==> src/rtl/cp0_unit.sv <==
// Coprocessor-0 for the 5-stage MIPS pipeline: SR, Cause, EPC, PRId.
// Raises Req to flush the pipeline on interrupts and M-stage exceptions.
module cp0_unit #(
    parameter logic [31:0] PRID_VAL = 32'h2021_0007,
    parameter logic [5:0]  IM_RESET = 6'b111111
) (
    input  logic        clk,
    input  logic        reset,
    input  logic [4:0]  A1,
    input  logic [4:0]  A2,
    input  logic [31:0] DIn,
    input  logic        We,
    input  logic [31:0] PC,
    input  logic        BDIn,
    input  logic [4:0]  ExcCodeIn,
    input  logic [5:0]  HWInt,
    input  logic        EXLClr,
    output logic        Req,
    output logic [31:0] EPCOut,
    output logic [31:0] DOut
);

    logic [5:0]  im;
    logic        exl;
    logic        ie;
    logic        bd;
    logic [5:0]  ip;
    logic [4:0]  exc_code;
    logic [31:2] epc;

    logic        int_req;
    logic        exc_req;
    logic [31:0] victim;
    logic        unused_ok;

    assign int_req   = (|(HWInt & im)) & ie & ~exl;
    assign exc_req   = (ExcCodeIn != 5'd0) & ~exl;
    assign Req       = reset & (int_req | exc_req);
    assign victim    = BDIn ? (PC - 32'd4) : PC;
    assign unused_ok = ^victim[1:0];
    assign EPCOut    = {epc, 2'b00};

    // Register update: reset, exception entry, then mtc0/eret.
    always_ff @(posedge clk) begin
        if (!reset) begin
            im       <= IM_RESET;
            exl      <= 1'b0;
            ie       <= 1'b0;
            bd       <= 1'b0;
            ip       <= 6'd0;
            exc_code <= 5'd0;
            epc      <= '0;
        end else begin
            ip <= HWInt;
            if (Req) begin
                exl      <= 1'b1;
                exc_code <= int_req ? 5'd0 : ExcCodeIn;
                bd       <= BDIn;
                epc      <= victim[31:2];
            end else begin
                if (We && A2 == 5'd12) begin
                    im  <= DIn[15:10];
                    exl <= DIn[1];
                    ie  <= DIn[0];
                end
                if (We && A2 == 5'd14) begin
                    epc <= DIn[31:2];
                end
                if (EXLClr) begin
                    exl <= 1'b0;
                end
            end
        end
    end

    // mfc0 read mux, registered values only.
    always_comb begin
        DOut = 32'd0;
        case (A1)
            5'd12:   DOut = {16'd0, im, 8'd0, exl, ie};
            5'd13:   DOut = {bd, 15'd0, ip, 3'd0, exc_code, 2'd0};
            5'd14:   DOut = {epc, 2'b00};
            5'd15:   DOut = PRID_VAL;
            default: DOut = 32'd0;
        endcase
    end

endmodule

==> config.mk <==
export PLATFORM = sky130hd
export DESIGN_NAME = cp0_unit
export DESIGN_NICKNAME = d
export VERILOG_FILES = /design/src/rtl/cp0_unit.sv
export SDC_FILE = /design/constraint.sdc
export NUM_CORES = 1
export LEC_CHECK = 0
export ABC_AREA = 1
export CAP_MARGIN = 30
export CORE_MARGIN = 4
export CORE_UTILIZATION = 46
export DETAILED_ROUTE_END_ITERATION = 16
export GPL_ROUTABILITY_DRIVEN = 0
export MAX_ROUTING_LAYER = met4
export PLACE_DENSITY = 0.95
export SYNTH_ARGS = -nofsm -noshare
export SYNTH_HDL_FRONTEND = slang
export SYNTH_SLANG_ARGS = --single-unit
==> constraint.sdc <==
create_clock -name clk -period 4.7 [get_ports clk]
set_input_delay 1.41 -clock clk [delete_from_list [all_inputs] [get_ports clk]]
set_output_delay 1.41 -clock clk [all_outputs]
set_load 0.005 [all_outputs]
==> impl_metrics.json <==
{
  "cp_top_family": "buffers and inverters",
  "synth_warnings": 0,
  "setup-tns-final_ns": 0,
  "fmax_ghz": 0.221,
  "use_met2_pct": 48.3,
  "synthFlopType": "dfxtp_1",
  "drv_slew": 0,
  "switching_share_pct": 29.6,
  "status": "completed",
  "combPwrFrac_pct": 29.7,
  "grt_pass1_vias": 4210,
  "dieArea_sq_mm": 0.00898,
  "hold_viol_final": 0,
  "use_met1_pct": 33.0,
  "root_buffer": "clkbuf_8",
  "leakagePower_nw": 2.18,
  "power_density_mw_per_mm2": 205,
  "setup_violations": 0,
  "vias_per_cell": 5.31,
  "ys_seq_area_share_pct": 28.9,
  "overflow": 0,
  "cts_inserted_buffers": 5,
  "crit_top_cell": "nand2_1",
  "grt_max_degree": 61,
  "drtPass1Iterations": 5,
  "crit_chain": "clkdlybuf4s50_1 > nand2_1 > nor2_1 > nand2_1 > inv_1 > nand2_1 > o211ai_1 > clkdlybuf4s50_1",
  "switchingPower_uw": 310,
  "final_cells": 818,
  "crit_slowest_cell": "clkdlybuf4s50_1",
  "relSlewSlack_pct": 44.7,
  "core_area_sq_mm": 0.00729,
  "io_pins": 155,
  "netlist_instances": 577,
  "arrival_ns": 3.12,
  "drt_iter0_markers": 407,
  "placement.cell_area_sq_mm": 0.00503,
  "internal_power_uw": 738,
  "track_usage_pct": 28.2,
  "worst_path_largest_cell_delay_ns": 0.54,
  "worstSetupPathType": "in -> out",
  "hpwl_microns": 9990,
  "endpoint": "DOut[10]",
  "ys_ff_latch": 50,
  "rsz0062_at_grt": "no",
  "clkTransAtPathRegs_ns": 0.08,
  "grt_pass1_wl_microns": 19600,
  "fin_area_sq_mm": 0.00512,
  "path_depth": 8,
  "drc": 0,
  "cts.path.max_buffers": 2,
  "drive_above_1_share_pct": 6.26,
  "period_share_pct": 96.4,
  "crit_fanout": 7,
  "worstPathRequired_ns": 3.29,
  "clock_skew_ns": 0.00337,
  "worstReg2RegEnd": "ie$_SDFFE_PN0P_",
  "numPortBuffers": 150,
  "clk_latency_ns": 0.30,
  "vias": 4346,
  "wl_per_cell_microns": 15.5,
  "dp.cells": 810,
  "post_cts_buffers": 0,
  "synth-async-reset-ratio_pct": 0,
  "antenna_cells": 0,
  "h-tree-depth": 2,
  "grt_use_met3_pct": 3.98,
  "drv_cap": 0,
  "tritoncts": "built",
  "p_seq_share_pct": 45.9,
  "startpoint": "A1[3]",
  "r2r-start": "im[5]$_SDFFE_PN1P_",
  "synth.cell_area_sq_mm": 0.00346,
  "path_buf_inv": 3,
  "worst_pin_slew_ns": 0.829,
  "antenna_found_initial": 0,
  "fin_crit_ns": 4.53,
  "clkPwrFrac_pct": 24.4,
  "cp-start-kind": "input port",
  "setup.worst_path.end_class": "output pin",
  "worstRegToRegCells": 11,
  "fp.dieH_microns": 94.8,
  "grt.busiest_layer": "met2",
  "die_x_microns": 94.8,
  "syn2layout_area_growth_pct": 47.9,
  "ir_drop_uv": 102,
  "ys_types": 38,
  "avgSynthCellArea_sq_um": 6.00,
  "r2r_slack_ns": 2.40,
  "clock-sinks": 50,
  "final_nets": 809,
  "start_util_pct": 47.5,
  "wl_microns": 12700,
  "ant_nets": 0,
  "min_path_type": "reg -> reg",
  "synth_edf_count": 0,
  "num_rows": 31
}
## per-layer routing
| metal | part of all wire, % | routed length (microns) |
|---|---|---|
| met1 | 38 | 4770 |
| met2 | 49 | 6140 |
| met3 | 10 | 1260 |
| met4 | 3.7 | 473 |
| met5 | 0 | 0 |
## repair_timing
action | 4_1_cts | 5_1_grt
setup endpoints to repair | 0 | 1
hold buffers | 0 | 0
gates resized for setup | 0 | 1
## kinds of logic (layout without fill, tap and decap cells)
logic type | Yosys count | after routing | share of synthesized area, %
flops | 50 | 50 | 28.9
compound gates | 85 | 85 | 14.4
buf+inv | 99 | 240 | 11.9
simple gates | 324 | 324 | 40.0
fa+ha+maj | 1 | 1 | 0.361
xor+xnor | 17 | 17 | 4.30
other cells | 1 | 2 | 0.108
## state kept, by name, summed over array words and instances (netlist names)
name,flops
ip,6
bd,1
exc_code,5
ie,1
epc,30
exl,1
im,6
## power groups by stage
stage	Combinational (mW)	Clock (mW)	Sequential (mW)
3_5_place_dp	0.305	0	0.490
2_1_floorplan	0.133	0	0.486
4_1_cts	0.308	0.261	0.480
5_1_grt	0.336	0.277	0.484
3_3_place_gp	0.296	0	0.488
6_report	0.311	0.256	0.481
## through the flow
stage          setup slack [ns]  power (mW)  hold slack (ns)  util (%)
2_1_floorplan              1.13       0.618            0.432         -
3_3_place_gp              0.169       0.784            0.448      69.0
3_5_place_dp              0.155       0.795            0.462      69.0
4_1_cts                   0.107        1.05            0.474      70.3
5_1_grt                 0.00439        1.10            0.497      70.3
6_report                  0.168        1.05            0.482      70.3
## worst min-delay path by stage
stage	slack, ns	endpoint	start	depth (start not counted)
floorplan	0.43	exc_code[1]$_SDFFE_PN0P_	exc_code[1]$_SDFFE_PN0P_	2
global placement	0.45	exc_code[1]$_SDFFE_PN0P_	exc_code[1]$_SDFFE_PN0P_	2
detailed placement	0.46	exc_code[3]$_SDFFE_PN0P_	exc_code[3]$_SDFFE_PN0P_	2
CTS	0.47	exc_code[3]$_SDFFE_PN0P_	exc_code[3]$_SDFFE_PN0P_	2
global route	0.50	exc_code[1]$_SDFFE_PN0P_	exc_code[1]$_SDFFE_PN0P_	2
finish	0.48	exc_code[1]$_SDFFE_PN0P_	exc_code[1]$_SDFFE_PN0P_	2
## worst min-delay path, cell delays in order (launching register included)
cell and delay [ns]:
dfxtp_1 0.31, inv_1 0.07, a211oi_1 0.06
## cells in the mapped netlist, types with 4 or more instances
library cell	instances	area [sq um]
inv_1	69	259
nand3_1	38	190
a211oi_1	5	37.5
nor3_1	4	20.0
buf_2	12	60.1
nand2_2	4	25.0
xor2_1	13	114
o21ai_0	30	150
nand2_1	172	646
o211ai_1	6	45.0
nand4_1	9	56.3
a21oi_1	28	140
dfxtp_1	50	1000
xnor2_1	4	35.0
o21ai_1	4	20.0
nor2_2	7	43.8
inv_2	5	18.8
clkbuf_1	8	30.0
nor2_1	81	304
## cell type report
cell class	instances	area, sq um
fillers	615	2170
well taps	99	124
clock inverters	1	5.00
multi-input cells	429	2060
clock buffers	7	86.3
repair buffers	158	1570
flip-flops and latches	50	1000
inverters	74	278
## cell usage in the layout, fill, tap and decap left out, drive strengths merged, types with 2 or more instances in the layout
master         Yosys  routed
a31oi              3       3
dfxtp             50      50
o211ai             6       6
clkbuf             8       7
nor3               5       5
nand3             40      40
xnor2              4       4
clkdlybuf4s50      0     150
o21ai             34      34
inv               74      74
conb               1       2
a21oi             29      29
buf               17       8
nor2              91      91
a211oi             8       8
nand2            177     177
xor2              13      13
nand4              9       9
Note: power is estimated with default switching activity, not from simulation.
